<file path="config.mk">
export PLATFORM = sky130hd
export DESIGN_NAME = ntoone_mux_seq
export DESIGN_NICKNAME = d
export VERILOG_FILES = /design/src/rtl/ntoone_mux_seq.sv
export SDC_FILE = /design/constraint.sdc
export NUM_CORES = 1
export LEC_CHECK = 0
export BUFFER_PORTS_ARGS = -buffer_cell sky130_fd_sc_hd__buf_4
export CORE_AREA = 10 10 47 49
export DETAILED_ROUTE_END_ITERATION = 10
export DIE_AREA = 0 0 57 59
export PLACE_DENSITY = 0.6
export SYNTH_ARGS = -nofsm -noshare
export SYNTH_HDL_FRONTEND = slang
export SYNTH_SLANG_ARGS = --single-unit
</file>
<file path="constraint.sdc">
create_clock -name CLK -period 2.95 [get_ports CLK]
set_input_delay 0.295 -clock CLK [delete_from_list [all_inputs] [get_ports CLK]]
set_output_delay 0.295 -clock CLK [all_outputs]
set_load 0.01 [all_outputs]
</file>
<file path="src/rtl/ntoone_mux_seq.sv">
// Purpose : registered N-to-1 channel mux, manual (S) or round-robin channel choice.
// Latency : one cycle from accept to Z/CH_ID/OUT_VALID.
// Backpressure: valid/ready skid-free; IN_READY = !OUT_VALID || OUT_READY, held word is stable.
// Ports   : CLK, RST_N (sync, active-low); D (CH channels of WIDTH), S, MODE, IN_VALID/IN_READY;
//           Z, CH_ID, OUT_VALID/OUT_READY; Z_PAR (even parity of Z) only when
//           NTOONE_MUX_PARITY_EN is defined.
module ntoone_mux_seq #(
   parameter int WIDTH = 1,
   parameter int CH    = 4,
   localparam int SEL_W = $clog2(CH)
) (
   input  logic                CLK,
   input  logic                RST_N,
   input  logic [CH*WIDTH-1:0] D,
   input  logic [SEL_W-1:0]    S,
   input  logic                MODE,
   input  logic                IN_VALID,
   output logic                IN_READY,
   output logic [WIDTH-1:0]    Z,
   output logic [SEL_W-1:0]    CH_ID,
   output logic                OUT_VALID,
   input  logic                OUT_READY
`ifdef NTOONE_MUX_PARITY_EN
   ,
   output logic                Z_PAR
`endif
);

   localparam logic [SEL_W-1:0] LAST_CH = SEL_W'(CH - 1);

   logic [SEL_W-1:0] rr;
   logic [SEL_W-1:0] rr_nxt;
   logic [SEL_W-1:0] man_idx;
   logic [SEL_W-1:0] sel_idx;
   logic [WIDTH-1:0] sel_dat;
   logic             accept;

   // Ready is forced low in reset so nothing is accepted on a reset edge.
   assign IN_READY = RST_N && (!OUT_VALID || OUT_READY);
   assign accept   = IN_VALID && IN_READY;

   // Out-of-range manual selects (only possible when CH is not a power of
   // two) saturate to the last channel; compare one bit wider so the check
   // stays meaningful for every CH.
   always_comb begin
      man_idx = S;
      if ({1'b0, S} > {1'b0, LAST_CH}) begin
         man_idx = LAST_CH;
      end
   end

   assign sel_idx = MODE ? rr : man_idx;
   assign rr_nxt  = (rr == LAST_CH) ? '0 : rr + SEL_W'(1);

   // sel_idx is always in range, so the default is never the only match
   // except for the last channel itself.
   always_comb begin
      sel_dat = D[(CH-1)*WIDTH +: WIDTH];
      for (int k = 0; k < CH; k++) begin
         if (sel_idx == SEL_W'(k)) begin
            sel_dat = D[k*WIDTH +: WIDTH];
         end
      end
   end

   always_ff @(posedge CLK) begin
      if (!RST_N) begin
         Z         <= '0;
         CH_ID     <= '0;
         OUT_VALID <= 1'b0;
         rr        <= '0;
`ifdef NTOONE_MUX_PARITY_EN
         Z_PAR     <= 1'b0;
`endif
      end else begin
         if (accept) begin
            Z         <= sel_dat;
            CH_ID     <= sel_idx;
            OUT_VALID <= 1'b1;
`ifdef NTOONE_MUX_PARITY_EN
            Z_PAR     <= ^sel_dat;
`endif
            // Pointer moves only on scan-mode accepts; manual accepts leave it.
            if (MODE) begin
               rr <= rr_nxt;
            end
         end else if (OUT_READY) begin
            OUT_VALID <= 1'b0;
         end
      end
   end

endmodule

</file>
After elaboration in Yosys (flattened, before gate mapping) --
Cells that the tools add are included.
Word-level totals: flip-flop bits (word level) 6, input bits 11, output and inout port bits 5, word-level logic and storage cells 24
Cells by class: add/sub/neg operators 1, eq/ne operators 4, muxes and demuxes 8, reductions and logical operators 7
Operator list (number):
- $eq A2 B2 Y1 const B | 3
- $mux W1 | 6
- $mux W2 | 2
- $add A2 B1 Y2 const B | 1
- $eq A2 B1 Y1 const B | 1
- $logic_and A1 B1 Y1 | 2
- $logic_not A2 Y1 | 1
- $reduce_and A2 Y1 | 1
- $reduce_bool A2 Y1 | 1
- $logic_not A1 Y1 | 1
- $logic_or A1 B1 Y1 | 1

Logic depth before layout (Yosys ltp) --
Gate-level depths: netlist (run 1).
depth after elaboration 6, gate-level depth with buffers 5, gate-level depth less buffers 4

Worst setup path after synthesis (run 1) --
OpenSTA, ideal clock, no wires.
kind input port to flip-flop, start input MODE, end register Z, library setup time 0.121 ns, arrival time 0.917 ns, data required time 2.829 ns, setup slack 1.912 ns, cell stages on the path 5, path buffers 1, cell sequence buf_6 -> mux2i_2 -> inv_1 -> a21oi_1 -> o31ai_2
Between the ends: longest elaborated chain between the ends 6, elaborated cells between the ends (all ways) 9, classes of those cells eq/ne: 3; mux: 5; reduce/logical: 1
Ends and longest elaborated chain:
- start: declaration | line 16 | input logic MODE,
- $mux W2 (*) | line 52 | assign sel_idx = MODE ? rr : man_idx;
- $logic_not A2 Y1 | line 60 | if (sel_idx == SEL_W'(k)) begin
- $mux W1 (3 in a row) | line 60
- $mux W1 (*) | line 60
- end signal: assignment | line 77 | Z <= sel_dat;
- end: declaration | line 19 | output logic [WIDTH-1:0] Z,
Mark *: on every way between the ends. The rest lies on a longest branch, timed or not. A chain may end at the register's enable or synchronous reset.

Worst setup path after layout (run 1) --
start register OUT_VALID, end output IN_READY
Between the ends: longest elaborated chain between the ends 3
Ends and longest elaborated chain:
- start: declaration | line 21 | output logic OUT_VALID,
- start signal: assignment | line 70 | OUT_VALID <= 1'b0;
- start signal: assignment | line 79 | OUT_VALID <= 1'b1;
- start signal: assignment | line 88 | OUT_VALID <= 1'b0;
- $logic_not A1 Y1 | line 39 | assign IN_READY = RST_N && (!OUT_VALID || OUT_READY);
- $logic_or A1 B1 Y1 | line 39
- $logic_and A1 B1 Y1 | line 39
- end: declaration | line 18 | output logic IN_READY,
No other way between the ends.

==> results.toml, run 1 <==
[worst_setup_path]
worstSetupStartpointType = "register"
cpPeakStageDelay_ps = 370
worstPathMaxFanout = 4
crit_slowest_cell = "dfxtp_1"
required_ps = 2650
cp.arrival_ps = 1020
crit_path_cell_trace = "nand2b_4 -> and2_2 -> buf_4"
critPathKind = "register to output pin"
r2r_slack_ps = 1860
cp-end-kind = "output pin"

[global_route]
grt_max_degree = 10
grt_pass1_wl_mm = 1.483
grtUsageTotal = 0.05623
antenna_found_initial = 0
first_global_vias = 339
grt_overflow = 0

[place]
routabilityCongestion = 0.6765
dp_hpwl_um = 696
numPortBuffers = 15

[timing]
fin_crit_sh = 0.4441
tns_ps = 0
period_minus_slack_ps = 1310
setup_viol = 0
worstMarginPinSlew_ps = 213.3
rsz0062_at_grt = "no"
slew_headroom = 0.8550
hold_viol = 0
maxSlewViolCount = 0
fin_worst_skew_ps = 2.381
max_freq_mhz = 763.3

[clock_tree]
postCtsSetupBuffers = 0
cts_hold_buf = 0
clkTransAtPathRegs_ps = 50
cts_buffers = 3
cts-root-buf = "clkbuf_4"
cts_tree = "done"
htree_levels = 1
clockBufferDepth = 2
clkSinkCount = 6
post_cts_resized = 0
worstSkewPairLatency_ps = 240

[drt]
totalWireLength_um = 851
wire_per_inst_um = 12.16
postRouteAntennaNets = 0
first_iter_violations = 10
vias = 332
viasPerCell = 4.743
dr.pass1.iters = 3
drc = 0

[worst_hold_path]
hold_class = "input port to register"

[pwr]
ir_drop_v = 0.0002152
power_density_mw_per_mm2 = 421.8
power_w = 0.0002090
leakagePower_nw = 0.2256

[logic_synthesis]
yosysSeqAreaShare = 0.3345
yosysUniqueCellTypes = 22
syn_avg_cell_area_um2 = 9.450
syn_nets = 50
yosysTopAreaCell = "dfxtp_1"
ys_ff_latch = 6
synthCells = 38
yosysWarningCount = 0
yosys.area.top_type_share = 0.3345
yosys-top-cells-area = "dfxtp_1 (33%), a21oi_1 (7.0%), nand4_4 (5.9%)"
syn_area_um2 = 359.1

[die]
die_w_um = 57
start_util = 0.2562
core-area_mm2 = 0.001401
pin_count = 16
dieArea_mm2 = 0.003363
die_h_um = 59
num_rows = 14

[finish]
multi_input_area_um2 = 212.7
layout.nets = 68
n_antenna_cell = 0
nFillCells = 145
regArea_um2 = 120.1
syn2layout_area_growth_pct = 37.98
drive_gt1_frac = 0.4259

[outcome]
status = "complete, no violations"

[job]
drv_cap = 0
==> layout make-up <==
cell class | instances | area share
multi-input cells | 28 | 0.4293
repair buffers | 15 | 0.2273
flip-flops and latches | 6 | 0.2424
well taps | 16 | 0.04040
clock buffers | 3 | 0.04545
inverters | 2 | 0.01515
==> final timing paths <==
kind,cells past startpoint,to,startpoint
worst max-delay path,3,IN_READY,OUT_VALID
worst min register to register,2,CH_ID[0],CH_ID[0]
worst max register to register,3,rr[0],rr[0]
worst min-delay path,3,OUT_VALID,IN_VALID
==> worst max-delay path: cells and delay by family, from the launching register on <==
kind | cells | cell delay [ps]
buffers and inverters | 1 | 140
DFF | 1 | 370
and+or+nand+nor | 2 | 270
==> per-layer routing <==
metal  GRT usage  part of all wire  up-vias
li1            -                 -      171
met1     0.07024              0.52      149
met2     0.06822              0.41       12
met3     0.03219             0.066        0
met4     0.04027                 0        0
met5           0                 0        -
==> report_power, final <==
group	internal, W	switching [W]
clock	0.0000461	0.0000303
combinational	0.0000240	0.0000194
sequential	0.0000859	0.00000337
==> flip-flops by register name, summed over array words and instances, names as in the netlist <==
signal     cells
rr             2
OUT_VALID      1
Z              1
CH_ID          2
==> stage by stage <==
step	setup WS [ps]	area, um^2	cells	util	hold slack, ps
after global routing	1572	495.5	70	0.3536	363.0
after floorplan	1912	359.1	38	-	433.8
final	1640	495.5	70	0.3536	334.7
after global placement	1784	473.0	67	0.3375	459.8
after detailed placement	1778	473.0	67	0.3375	467.2
after CTS	1618	495.5	70	0.3536	331.0
==> cells in the mapped netlist <==
library cell	count
dfxtp_1	6
a21oi_1	5
nand3_1	4
inv_1	2
nand2b_1	2
nor2b_1	2
o21ai_0	2
a211oi_1	1
a21boi_0	1
a21boi_1	1
a32oi_1	1
and2_2	1
buf_4	1
buf_6	1
ha_1	1
mux2i_1	1
mux2i_2	1
nand2_1	1
nand2b_4	1
nand4_4	1
o31ai_2	1
or3_1	1
==> cell usage in the layout (no fill, tap or decap) <==
cell,Yosys,routed
a211oi_1,1,1
a21boi_0,1,1
a21boi_1,1,1
a21oi_1,5,5
a32oi_1,1,1
and2_2,1,1
buf_4,1,15
clkbuf_4,0,3
dfxtp_1,6,6
ha_1,1,1
inv_1,2,2
mux2i_1,1,1
mux2i_2,1,1
nand2_1,1,1
nand2b_1,2,2
nand2b_4,1,1
nand3_1,4,4
nand4_4,1,1
nor2b_1,2,2
o21ai_0,2,2
o31ai_2,1,1
or3_1,1,1
==> logic make-up (layout without fill, tap and decap cells) <==
group                      after synthesis  in the layout  synth area share
AOI/OAI and AO/OA                       12             12            0.2195
DFF                                      6              6            0.3345
buffers and inverters                    4             20           0.07318
adders and majority gates                1              1           0.03484
and+or+nand+nor                         13             13            0.2718
muxes                                    2              2           0.06619
Note: power is estimated with default switching activity, not from simulation.
==> inputs of run 2 (changes only) <==
--- a/config.mk
+++ b/config.mk
@@ -9,7 +9,7 @@
 export CORE_AREA = 10 10 47 49
 export DETAILED_ROUTE_END_ITERATION = 10
 export DIE_AREA = 0 0 57 59
-export PLACE_DENSITY = 0.6
+export PLACE_DENSITY = 0.61
 export SYNTH_ARGS = -nofsm -noshare
 export SYNTH_HDL_FRONTEND = slang
 export SYNTH_SLANG_ARGS = --single-unit
==> constraint.sdc (replaced) <==
create_clock -name CLK -period 1.1 [get_ports CLK]
set_input_delay 0.11 -clock CLK [delete_from_list [all_inputs] [get_ports CLK]]
set_output_delay 0.11 -clock CLK [all_outputs]
set_load 0.01 [all_outputs]
==> run 2 against run 1 <==
Via count rose by 2.7%. Sequential share of layout area fell by 1.1 points. Core utilization rose by 2.5 points. First-iteration DRC count fell by 60%. Global-route usage barely moved. Critical path type is now register to register. Cell count rose by 4.3%. Hold slack got worse by 190 ps. Non-clock buffer count rose by 3. Critical path depth rose by 1.
==> results.toml, run 2 (synthesized netlist as in run 1, its figures left out) <==
[worst_hold_path]
hold_class = "input port to register"

[worst_setup_path]
cp.arrival_ps = 1240
cp-end-kind = "register"
worstPathMaxFanout = 4
worstSetupStartpointType = "register"
required_ps = 1270
critPathKind = "register to register"

[timing]
maxSlewViolCount = 0
slew_headroom = 0.8624
max_freq_mhz = 936.1
hold_viol = 0
rsz0062_at_grt = "yes"
worstMarginPinSlew_ps = 202.3
period_minus_slack_ps = 1068
setup_viol = 0
tns_ps = 0
setup_ws_ps = 31.77
fin_crit_sh = 0.9711
fin_worst_skew_ps = 1.325

[clock_tree]
clockBufferDepth = 2
worstSkewPairLatency_ps = 240
cts_buffers = 3
cts-root-buf = "clkbuf_4"
htree_levels = 1
cts_tree = "done"
clkSinkCount = 6
clkTransAtPathRegs_ps = 50
cts_hold_buf = 0

[die]
die_h_um = 59
num_rows = 14
die_w_um = 57
pin_count = 16
core-area_mm2 = 0.001401
dieArea_mm2 = 0.003363
start_util = 0.2562

[drt]
first_iter_violations = 4
viasPerCell = 4.671
wire_per_inst_um = 11.89
dr.pass1.iters = 3
drc = 0
vias = 341
totalWireLength_um = 868
postRouteAntennaNets = 0

[finish]
final_common_cell = "buf_4"
nFillCells = 167
reg_top3 = "CH_ID x2, rr x2"
layout.nets = 71
final_cell_mix = "buf_4 (17), a21oi_1 (5), dfxtp_1 (4), nand3_1 (4), clkbuf_4 (3)"
multi_input_area_um2 = 219.0
regArea_um2 = 122.6
syn2layout_area_growth_pct = 47.74
n_antenna_cell = 0
drive_gt1_frac = 0.5088

[pwr]
power_w = 0.0005763
ir_drop_v = 0.0005698
power_density_mw_per_mm2 = 1086
leakagePower_nw = 0.2423

[place]
routabilityCongestion = 0.6834
numPortBuffers = 15
preCtsSetupSlack_ps = 34.43

[global_route]
grt_overflow = 0
grt_max_degree = 10
antenna_found_initial = 0
grt_pass1_wl_mm = 1.462
first_global_vias = 339
grtUsageTotal = 0.05584

[outcome]
status = "complete, no violations"

[job]
drv_cap = 0
## run 2: layout make-up
class / instances / share of cell area
repair buffers: 18 / 0.2618
well taps: 16 / 0.03774
multi-input cells: 28 / 0.4127
clock buffers: 3 / 0.04245
flip-flops and latches: 6 / 0.2311
inverters: 2 / 0.01415
## run 2: stage by stage
step,cells,cell area (um^2),hold WS (ps),utilization
after CTS,71,509.2,136.3,0.3634
after global routing,73,530.5,138.5,0.3786
final,73,530.5,143.8,0.3786
after floorplan,38,359.1,248.8,-
after global placement,67,473.0,398.3,0.3375
after detailed placement,67,473.0,415.8,0.3375
## run 2: worst max-delay path: stages (launching register included)
cell,delay [ps]
dfxtp_2,330
nand2b_4,90
nand4_4,80
or3_4,370
a21boi_1,130
## run 2: what timing repair did
| action | in CTS | in global routing |
|---|---|---|
| buffers inserted | 1 | 2 |
| endpoints found under the hold margin | 0 | 0 |
| resized for setup | 3 | 2 |
| pin swaps | 0 | 3 |
| gates cloned | 0 | 0 |
| endpoints found under the setup margin | 1 | 5 |
## run 2: path summary, 6_finish.rpt
| kind | from | slack (ps) | depth (start not counted) | to |
|---|---|---|---|---|
| worst max register to register | OUT_VALID | 30 | 4 | rr[0] |
| worst min register to register | CH_ID[0] | 470 | 2 | CH_ID[0] |
| worst max-delay path | OUT_VALID | 30 | 4 | rr[0] |
| worst min-delay path | IN_VALID | 140 | 3 | OUT_VALID |
## run 2: metal layers
layer	share of wire	routed length [um]	global-route usage	up-vias
li1	-	-	-	176
met1	0.45	393	0.05967	151
met2	0.41	356	0.07287	14
met3	0.13	117	0.05579	0
met4	0	0	0.02013	0
met5	0	0	0	-
## run 2: power breakdown
group | internal (W) | switching (W) | total (W)
combinational | 0.0000751 | 0.0000540 | 0.000129
sequential | 0.000231 | 0.00000892 | 0.000240
clock | 0.000124 | 0.0000833 | 0.000207
total | 0.000430 | 0.000146 | 0.000576
==> inputs of run 3 (changes only) <==
==> config.mk (replaced) <==
export PLATFORM = sky130hd
export DESIGN_NAME = ntoone_mux_seq
export DESIGN_NICKNAME = d
export VERILOG_FILES = /design/src/rtl/ntoone_mux_seq.sv
export SDC_FILE = /design/constraint.sdc
export NUM_CORES = 1
export LEC_CHECK = 0
export CAP_MARGIN = 20
export CORE_AREA = 10 10 47 49
export DETAILED_ROUTE_END_ITERATION = 10
export DIE_AREA = 0 0 57 59
export DONT_BUFFER_PORTS = 1
export PLACE_DENSITY = 0.51
export SYNTH_ARGS = -nofsm -noshare
export SYNTH_HDL_FRONTEND = slang
export SYNTH_SLANG_ARGS = --single-unit
==> run 3 against run 2 <==
Cell count down 21%. Hold slack worse by 140 ps. Clock skew grew 6.0 ps. Register-to-register slack about the same. Non-clock buffer count decreased by 15. Via count is 21% lower. Setup slack improved by 12 ps. Sequential cell count did not move. Sequential share of layout area increased by 6.8 points. Combinational power fell by 51%. Maximum frequency grew 1.2%. Critical path type unchanged. Critical endpoint unchanged.
==> results.toml, run 3 (synthesized netlist as in run 1, its figures left out) <==
[pwr]
p_int_w = 0.0003910
pwr-share-comb = 0.122
pwr-share-seq = 0.471
power_w = 0.0005206
leakagePower_nw = 0.1663
p_sw_frac = 0.2489
p_clk_frac = 0.407
power_density_mw_per_mm2 = 1257
ir_drop_v = 0.0005897
switching_power_w = 0.0001296

[finish]
n_antenna_cell = 0
final_common_cell = "a21oi_1"
final_cell_mix = "a21oi_1 (5), nand3_1 (4), dfxtp_1 (3), dfxtp_2 (3), clkbuf_4 (3)"
drive_gt1_frac = 0.2857
reg_top3 = "CH_ID x2, rr x2"
layout.nets = 56
syn2layout_area_growth_pct = 15.33

[timing]
setup_ws_ps = 44.26
fin_crit_sh = 0.9598
holdWs_ps = 2.618
rsz0062_at_grt = "yes"
fin_worst_skew_ps = 7.333
tns_ps = 0
max_freq_mhz = 947.2
maxSlewViolCount = 0
worstMarginPinSlew_ps = 213.8
hold_viol = 0
slew_headroom = 0.8547
setup_viol = 0
period_minus_slack_ps = 1056

[worst_setup_path]
crit_path_cell_trace = "ha_1 -> or3_1 -> a21boi_1"
critPathKind = "register to register"
required_ps = 1280
cp.arrival_ps = 1240
crit_slowest_cell = "dfxtp_2"
worstPathMaxFanout = 6
cpPeakStageDelay_ps = 340
cp-end-kind = "register"
worstSetupStartpointType = "register"

[clock_tree]
clkTransAtPathRegs_ps = 50
cts_buffers = 3
htree_levels = 1
worstSkewPairLatency_ps = 250
clockBufferDepth = 2
postCtsSetupBuffers = 0
clkSinkCount = 6
cts_tree = "done"
cts-root-buf = "clkbuf_4"

[global_route]
grt_overflow = 0
grtUsageTotal = 0.05009
antenna_found_initial = 0
first_global_vias = 297
grt_max_degree = 10
grt_pass1_wl_mm = 1.276

[place]
preCtsSetupSlack_ps = 23.62
routabilityCongestion = 0.6732
numPortBuffers = 0

[die]
core-area_mm2 = 0.001401
start_util = 0.2562
pin_count = 16
die_w_um = 57
die_h_um = 59
num_rows = 14
dieArea_mm2 = 0.003363

[drt]
first_iter_violations = 1
postRouteAntennaNets = 0
wire_per_inst_um = 13.91
viasPerCell = 4.638
vias = 269
dr.pass1.iters = 2
totalWireLength_um = 807
drc = 0

[worst_hold_path]
hold_class = "input port to register"

[outcome]
status = "complete, no violations"

[job]
drv_cap = 0
==> run 3: cell count changes in the layout (fill, tap and decap cells not counted) <==
cell / previous run / this run
and2_2: 0 / 1
and2_4: 1 / 0
buf_4: 17 / 1
buf_6: 1 / 0
dfxtp_1: 4 / 3
dfxtp_2: 2 / 3
dlygate4sd3_1: 0 / 2
or3_1: 0 / 1
or3_4: 1 / 0
==> run 3: layer usage <==
layer,track usage,routed length (um),up-vias
met5,0,0,-
met4,0.01007,0,0
met3,0.06438,118,0
met2,0.06202,342,12
met1,0.05095,345,113
li1,-,-,144
==> run 3: metrics by stage <==
| stage | util | instances | cell area (um^2) |
|---|---|---|---|
| final | 0.2955 | 58 | 414.1 |
| after global routing | 0.2955 | 58 | 414.1 |
| after CTS | 0.2857 | 57 | 400.4 |
| after detailed placement | 0.2625 | 53 | 367.9 |
| after global placement | 0.2625 | 53 | 367.9 |
| after floorplan | - | 38 | 359.1 |
==> run 3: what timing repair did <==
action | 4_1_cts | 5_1_grt
hold buffers | 1 | 1
resized for setup | 0 | 3
endpoints found under the setup margin | 0 | 2
endpoints found under the hold margin | 1 | 1
==> run 3: power by group through the flow <==
stage                     sequential (W)  combinational (W)  clock (W)
final                           0.000245          0.0000634   0.000212
after global routing            0.000247          0.0000714   0.000237
after CTS                       0.000245          0.0000609   0.000222
after detailed placement        0.000249          0.0000574          0
after global placement          0.000249          0.0000572          0
after floorplan                 0.000248          0.0000599          0
==> run 3: final timing paths <==
| check | startpoint | to | slack [ps] | depth (start not counted) |
|---|---|---|---|---|
| worst max register to register | rr[0] | rr[0] | 40 | 3 |
| worst min-delay path | IN_VALID | OUT_VALID | 3 | 2 |
| worst min register to register | rr[0] | rr[0] | 490 | 2 |
| worst max-delay path | rr[0] | rr[0] | 40 | 3 |
==> run 3: worst max-delay path: cells and delay by family, from the launching register on <==
| kind | cells | cell delay (ps) |
|---|---|---|
| AND/OR/NAND/NOR | 1 | 340 |
| AO/OA/AOI/OAI | 1 | 120 |
| flip-flops | 1 | 340 |
| adder cells (fa/ha/maj) | 1 | 190 |
==> run 3: final cells by class <==
type,count,area [um^2]
Clock buffer,3,22.52
Fill cell,162,987.2
Inverter,2,7.507
Multi-Input combinational cell,28,212.7
Sequential cell,6,123.9
Tap cell,16,20.02
Timing Repair Buffer,3,27.53
